--- src/rtl/bounce_pkg.sv ---
// Shared definitions for the bounce physics controller: state encoding and
// the limits and widths that follow from the default screen/object geometry.
package bounce_pkg;

  localparam int DEF_SCREEN_WIDTH  = 800;
  localparam int DEF_SCREEN_HEIGHT = 600;
  localparam int DEF_OBJ_WIDTH     = 48;
  localparam int DEF_OBJ_HEIGHT    = 64;
  localparam int DEF_FRAC_BITS     = 4;

  // Largest top-left coordinate that keeps the object fully on screen.
  localparam int XMAX = DEF_SCREEN_WIDTH - DEF_OBJ_WIDTH;
  localparam int YMAX = DEF_SCREEN_HEIGHT - DEF_OBJ_HEIGHT;

  // Signed fixed-point widths of position and velocity.
  localparam int POS_W = 13 + DEF_FRAC_BITS;
  localparam int VEL_W = 12 + DEF_FRAC_BITS;

  typedef enum logic [1:0] {
    IDLE = 2'b00,
    FLY  = 2'b01,
    REST = 2'b10
  } bounce_state_t;

endpackage

--- src/rtl/bounce_tick_gen.sv ---
// Physics tick divider: counts clk cycles while enabled and pulses tick on the
// last count of each period. Clearing restarts the period so the first tick
// after launch lands exactly TICK_DIV cycles later.
module bounce_tick_gen #(
  parameter int TICK_DIV = 400_000
) (
  input  logic clk,
  input  logic rst,
  input  logic enable,
  input  logic clear,
  output logic tick
);

  localparam int CW = (TICK_DIV > 1) ? $clog2(TICK_DIV) : 1;
  localparam logic [CW-1:0] LAST = CW'(TICK_DIV - 1);

  logic [CW-1:0] cnt_reg;

  // Period counter; parked at zero whenever the divider is idle or cleared.
  always_ff @(posedge clk or posedge rst) begin
    if (rst) begin
      cnt_reg <= '0;
    end else if (clear || !enable) begin
      cnt_reg <= '0;
    end else if (cnt_reg == LAST) begin
      cnt_reg <= '0;
    end else begin
      cnt_reg <= cnt_reg + CW'(1);
    end
  end

  assign tick = enable && !clear && (cnt_reg == LAST);

endmodule

--- src/rtl/bounce_physics_ctl.sv ---
// Drop-and-bounce position controller. The object follows the mouse until a
// click launches it; it then falls under fixed-point gravity, bounces off the
// floor with fractional restitution, reflects off walls and ceiling, and
// settles. xpos/ypos feed the image drawing stage.
module bounce_physics_ctl
  import bounce_pkg::*;
#(
  parameter int SCREEN_WIDTH   = DEF_SCREEN_WIDTH,
  parameter int SCREEN_HEIGHT  = DEF_SCREEN_HEIGHT,
  parameter int OBJ_WIDTH      = DEF_OBJ_WIDTH,
  parameter int OBJ_HEIGHT     = DEF_OBJ_HEIGHT,
  parameter int FRAC_BITS      = DEF_FRAC_BITS,
  parameter int TICK_DIV       = 400_000,
  parameter int GRAVITY        = 16,
  parameter int REST_NUM       = 11,
  parameter int REST_SHIFT     = 4,
  parameter int MIN_BOUNCE_VEL = 32
) (
  input  logic        clk,
  input  logic        rst,
  input  logic        mouse_left,
  input  logic [11:0] mouse_xpos,
  input  logic [11:0] mouse_ypos,
  input  logic [7:0]  launch_xvel,
  output logic [11:0] xpos,
  output logic [11:0] ypos,
  output logic        moving,
  output logic        landed
);

  localparam int PW    = 13 + FRAC_BITS;
  localparam int VW    = 12 + FRAC_BITS;
  localparam int X_LIM = SCREEN_WIDTH - OBJ_WIDTH;
  localparam int Y_LIM = SCREEN_HEIGHT - OBJ_HEIGHT;

  localparam logic [11:0]          X_LIM_PX = 12'(X_LIM);
  localparam logic [11:0]          Y_LIM_PX = 12'(Y_LIM);
  localparam logic signed [PW:0]   X_WALL   = (PW+1)'(X_LIM * (2 ** FRAC_BITS));
  localparam logic signed [PW:0]   Y_FLOOR  = (PW+1)'(Y_LIM * (2 ** FRAC_BITS));
  localparam logic signed [PW-1:0] X_CLAMP  = PW'(X_LIM * (2 ** FRAC_BITS));
  localparam logic signed [PW-1:0] Y_CLAMP  = PW'(Y_LIM * (2 ** FRAC_BITS));
  localparam logic signed [VW-1:0] GRAV_V   = VW'(GRAVITY);
  localparam logic signed [VW+7:0] REST_C   = (VW+8)'(REST_NUM);
  localparam logic signed [VW+7:0] MIN_C    = (VW+8)'(MIN_BOUNCE_VEL);

  bounce_state_t state_reg, state_next;

  logic signed [PW-1:0] px_reg, px_next, py_reg, py_next;
  logic signed [VW-1:0] vx_reg, vx_next, vy_reg, vy_next;
  logic                 left_reg;
  logic                 click;
  logic                 launch;
  logic                 landed_next;
  logic                 fly_en;
  logic                 tick;

  logic [11:0]          mx_clamp, my_clamp;
  logic signed [VW-1:0] vy_g;
  logic signed [PW:0]   py_sum, px_sum;
  logic signed [VW+7:0] reb_prod, reb_shift;
  logic                 reb_small;

  // A click is a rising edge of the button against its registered history.
  assign click  = mouse_left & ~left_reg;
  assign fly_en = (state_reg == FLY);

  bounce_tick_gen #(
    .TICK_DIV(TICK_DIV)
  ) u_tick_gen (
    .clk    (clk),
    .rst    (rst),
    .enable (fly_en),
    .clear  (launch),
    .tick   (tick)
  );

  // Next-state and physics update: mouse tracking, launch, and one
  // semi-implicit integration step per tick with per-axis collisions.
  always_comb begin
    state_next  = state_reg;
    px_next     = px_reg;
    py_next     = py_reg;
    vx_next     = vx_reg;
    vy_next     = vy_reg;
    landed_next = 1'b0;
    launch      = 1'b0;

    mx_clamp = (mouse_xpos > X_LIM_PX) ? X_LIM_PX : mouse_xpos;
    my_clamp = (mouse_ypos > Y_LIM_PX) ? Y_LIM_PX : mouse_ypos;

    // Gravity is applied before the position step (semi-implicit Euler).
    vy_g      = vy_reg + GRAV_V;
    py_sum    = {py_reg[PW-1], py_reg} + {{(PW+1-VW){vy_g[VW-1]}}, vy_g};
    px_sum    = {px_reg[PW-1], px_reg} + {{(PW+1-VW){vx_reg[VW-1]}}, vx_reg};
    reb_prod  = {{8{vy_g[VW-1]}}, vy_g} * REST_C;
    reb_shift = reb_prod >>> REST_SHIFT;
    reb_small = (reb_shift < MIN_C) && (reb_shift > -MIN_C);

    case (state_reg)
      IDLE: begin
        px_next = {{(PW-12-FRAC_BITS){1'b0}}, mx_clamp, {FRAC_BITS{1'b0}}};
        py_next = {{(PW-12-FRAC_BITS){1'b0}}, my_clamp, {FRAC_BITS{1'b0}}};
        if (click) begin
          launch     = 1'b1;
          vx_next    = {{(VW-8){launch_xvel[7]}}, launch_xvel};
          vy_next    = '0;
          state_next = FLY;
        end
      end
      FLY: begin
        if (tick) begin
          vy_next = vy_g;
          py_next = py_sum[PW-1:0];
          px_next = px_sum[PW-1:0];
          if (py_sum >= Y_FLOOR) begin
            py_next = Y_CLAMP;
            vy_next = -reb_shift[VW-1:0];
            if (reb_small) begin
              vy_next     = '0;
              state_next  = REST;
              landed_next = 1'b1;
            end
          end else if (py_sum[PW]) begin
            py_next = '0;
            vy_next = -vy_g;
          end
          // Touching a wall exactly is not a hit; only overshoot reflects.
          if (px_sum[PW]) begin
            px_next = '0;
            vx_next = -vx_reg;
          end else if (px_sum > X_WALL) begin
            px_next = X_CLAMP;
            vx_next = -vx_reg;
          end
          if (landed_next) begin
            vx_next = '0;
          end
        end
      end
      REST: begin
        if (click) begin
          state_next = IDLE;
        end
      end
      default: begin
        state_next = IDLE;
      end
    endcase
  end

  // State, physics and output registers; outputs mirror the updated state.
  always_ff @(posedge clk or posedge rst) begin
    if (rst) begin
      state_reg <= IDLE;
      px_reg    <= '0;
      py_reg    <= '0;
      vx_reg    <= '0;
      vy_reg    <= '0;
      left_reg  <= 1'b0;
      xpos      <= '0;
      ypos      <= '0;
      moving    <= 1'b0;
      landed    <= 1'b0;
    end else begin
      state_reg <= state_next;
      px_reg    <= px_next;
      py_reg    <= py_next;
      vx_reg    <= vx_next;
      vy_reg    <= vy_next;
      left_reg  <= mouse_left;
      xpos      <= px_next[FRAC_BITS +: 12];
      ypos      <= py_next[FRAC_BITS +: 12];
      moving    <= (state_next == FLY);
      landed    <= landed_next;
    end
  end

endmodule

--- config.mk ---
export PLATFORM = sky130hd
export DESIGN_NAME = bounce_physics_ctl
export DESIGN_NICKNAME = d
export VERILOG_FILES = /design/src/rtl/bounce_pkg.sv /design/src/rtl/bounce_tick_gen.sv /design/src/rtl/bounce_physics_ctl.sv
export SDC_FILE = /design/constraint.sdc
export NUM_CORES = 1
export LEC_CHECK = 0
export ABC_AREA = 1
export CORE_ASPECT_RATIO = 1.25
export CORE_MARGIN = 2
export CORE_UTILIZATION = 45
export CTS_BUF_LIST = sky130_fd_sc_hd__clkbuf_4 sky130_fd_sc_hd__clkbuf_8
export CTS_CLUSTER_DIAMETER = 50
export CTS_CLUSTER_SIZE = 14
export DETAILED_ROUTE_END_ITERATION = 6
export PLACE_DENSITY_LB_ADDON = 0.3
export SLEW_MARGIN = 15
export SYNTH_ARGS = -nofsm -noshare
export SYNTH_HDL_FRONTEND = slang
export SYNTH_SLANG_ARGS = --single-unit
--- constraint.sdc ---
create_clock -name clk -period 10.4 [get_ports clk]
set_input_delay 2.6 -clock clk [delete_from_list [all_inputs] [get_ports clk]]
set_output_delay 2.6 -clock clk [all_outputs]
set_load 0.05 [all_outputs]
==> qor.yml <==
floorplanning:
  initial_core_util_pct: 45.7
  core_area_mm2: 0.0207
  pin_count: 61
  die-area_mm2: 0.0222
  die_y_um: 166
  die_w_um: 134
  row_count: 59
worst_setup_path:
  r2r_start: "vy_reg[4]$_DFFE_PP0P_"
  setup.worst_path.start_class: "flip-flop"
  crit_type: "reg -> reg"
  r2r-end: "vx_reg[3]$_DFFE_PP0P_"
  critical_path.max_fanout: 22
  critPathLaunch: "vy_reg[4]$_DFFE_PP0P_"
  required_ns: 10.71
  cp_common_cell: "nand2_1"
  reg2regPathDepth: 29
  endpoint_kind: "flip-flop"
  worstPathArrival_ns: 5.79
  crit_slowest_cell: "dfrtp_1"
  slowest_delay_ns: 0.55
  reg2reg_slack_ns: 4.92
grt:
  grt_overflow: 0
  grt_pass1_wl_mm: 43.1
  grt_start_max_net_pins: 78
  first_global_vias: 9314
  grt_usage_pct: 23.7
  antenna_found_initial: 0
run:
  max_cap_violations: 0
layout:
  finish.utilization_pct: 49.9
  multi_input_area_mm2: 0.00608
  seq_area_mm2: 0.00225
  largest_reg_flops: 19
  antenna_cells: 0
  layout.nets: 1588
  area_growth_pct: 9.26
  nFillCells: 2144
  final_cell_count_no_fill: 1753
  drive_gt1_share_pct: 5.21
synth:
  synth_edf_count: 0
  synthesis.nets: 1558
  syn_area_per_cell_um2: 6.54
  synthDominantAreaCellType: "dfrtp_1"
  yosysMostFrequentCell: "nand2_1"
  yosys_warnings: 0
  synth_ff_type: "dfrtp_1"
  yosysSeqAreaShare_pct: 23.9
  synth_area_leaders: "dfrtp_1, nand2_1, ha_1"
  synth_common_cells: "nand2_1, inv_1, nor2_1"
  syn-instance-count: 1444
  syn_area_mm2: 0.00944
  yosysUniqueCellTypes: 51
  synth_top_area_share_pct: 23.9
  ys_ff_latch: 90
  async_flop_share_pct: 100
power:
  peakVddDrop_uv: 120
  power.total_w: 0.00204
  p_leak_nw: 5.42
  power_density_mw_per_mm2: 198
clocking:
  cts_made_buffers: 9
  cts_tree: "built"
  clock-sinks: 90
  path_clk_slew_ns: 0.11
  clock_latency_ns: 0.37
  post_cts_resized: 0
  h-tree-depth: 3
  hold_buffers: 0
  cts_buffer_depth: 2
  cts_setup_buffers: 0
  cts_root_buffer: "clkbuf_8"
sta:
  period_needed_ns: 5.48
  slew_violations: 0
  relSlewSlack_pct: 28.0
  rsz0062_at_grt: "false"
  max_freq_mhz: 182
  finalSetupViolCount: 0
  skew_ns: 0.0138
  post-route-period-util_pct: 52.7
  tightest_slew_ns: 1.07
  setup_ws_ns: 4.92
  hold_violations: 0
  tns_ns: 0
routing:
  drtIter0Drc: 426
  drt-total-wl_mm: 25.6
  wl_met2_mm: 13.5
  wl_per_cell_um: 14.6
  met3_length_um: 840
  drtPass1Iterations: 5
  drcViolationCount: 0
  highest_layer: "met4"
  drt-met1-wl_mm: 10.7
  postRouteAntennaNets: 0
  num_vias: 9174
  vias_per_cell: 5.23
run_status:
  outcome: "finished clean"
worst_hold_path:
  worst_hold_path.endpoint: "u_tick_gen.cnt_reg[0]$_DFF_PP0_"
  min_path_cells: 1
  hold_start: "u_tick_gen.cnt_reg[0]$_DFF_PP0_"
  hp-class: "reg -> reg"
placed_design:
  dpl.hpwl_mm: 20.5
  pre_cts_ws_ns: 5.01
  gp_congestion: 0.914
  port_buffers: 60
  dp_cells: 1737
-- layer usage --
layer,GRT usage (%),vias to the layer above
met5,0,-
li1,-,4690
met4,7.72,0
met1,27.6,4254
met3,1.56,36
met2,45.5,194
-- layout make-up --
| type | instances | area share (%) |
|---|---|---|
| sequential | 90 | 21.8 |
| multi-input combinational | 1094 | 59.0 |
| clock inverter | 7 | 0.679 |
| clock buffer | 9 | 1.20 |
| tap | 274 | 3.32 |
| inverter | 215 | 7.90 |
| timing repair buffer | 64 | 6.11 |
-- report_power, final --
group          leakage, nW  total [W]  internal [W]  switching [W]
sequential            1.12   0.000454      0.000396      0.0000576
combinational         4.20    0.00135      0.000457       0.000889
clock               0.0951   0.000240     0.0000932       0.000146
-- worst max path at each step --
stage                        endpoint  slack (ns)
2_1_floorplan        landed$_DFF_PP0_        5.46
3_3_place_gp   vx_reg[14]$_DFFE_PP0P_        5.12
3_5_place_dp    vx_reg[2]$_DFFE_PP0P_        5.01
4_1_cts         vx_reg[3]$_DFFE_PP0P_        4.97
5_1_grt         vx_reg[9]$_DFFE_PP0P_        4.54
6_report        vx_reg[3]$_DFFE_PP0P_        4.92
-- worst max-delay path: cells and delay by family (launching register included) --
kind	cells	cell delay (ns)
AOI/OAI and AO/OA	1	0.48
adders and majority gates	4	1.41
buffers and inverters	5	0.41
DFF	1	0.55
and+or+nand+nor	19	2.56
-- through the flow --
step | instance area, um2 | hold WS (ns)
floorplan | 9440 | 0.433
detailed placement | 10100 | 0.468
global route | 10300 | 0.515
CTS | 10300 | 0.485
finish | 10300 | 0.477
global placement | 10100 | 0.459
-- kinds of logic (layout without fill, tap and decap cells) --
group,after synthesis,after routing,synth area share [%]
AO/OA/AOI/OAI,163,163,9.71
XOR/XNOR,66,66,6.12
adder cells (fa/ha/maj),79,79,11.6
buffers and inverters,260,295,11.8
flip-flops,90,90,23.9
AND/OR/NAND/NOR,786,786,37.0
-- cell usage in the layout, fill, tap and decap left out, drive strengths merged --
| cell type | count |
|---|---|
| nand2 | 435 |
| inv | 216 |
| nor2 | 141 |
| nand3 | 128 |
| dfrtp | 90 |
| o21ai | 76 |
| ha | 65 |
| clkdlybuf4s50 | 60 |
| a21oi | 51 |
| xor2 | 45 |
| nand4 | 31 |
| nor3 | 29 |
| xnor2 | 21 |
| fa | 14 |
| a31oi | 10 |
| clkbuf | 9 |
| nand3b | 8 |
| nor4 | 8 |
| o21bai | 6 |
| clkinv | 5 |
| a21boi | 4 |
| buf | 4 |
| a21o | 3 |
| o31ai | 3 |
| o211ai | 2 |
| or2 | 2 |
| a211oi | 2 |
| nor3b | 2 |
| o21a | 1 |
| and3 | 1 |
| or3 | 1 |
| a221oi | 1 |
| a22oi | 1 |
| o311ai | 1 |
| a211o | 1 |
| o41ai | 1 |
| clkinvlp | 1 |
(Power assumes the default switching activity.)
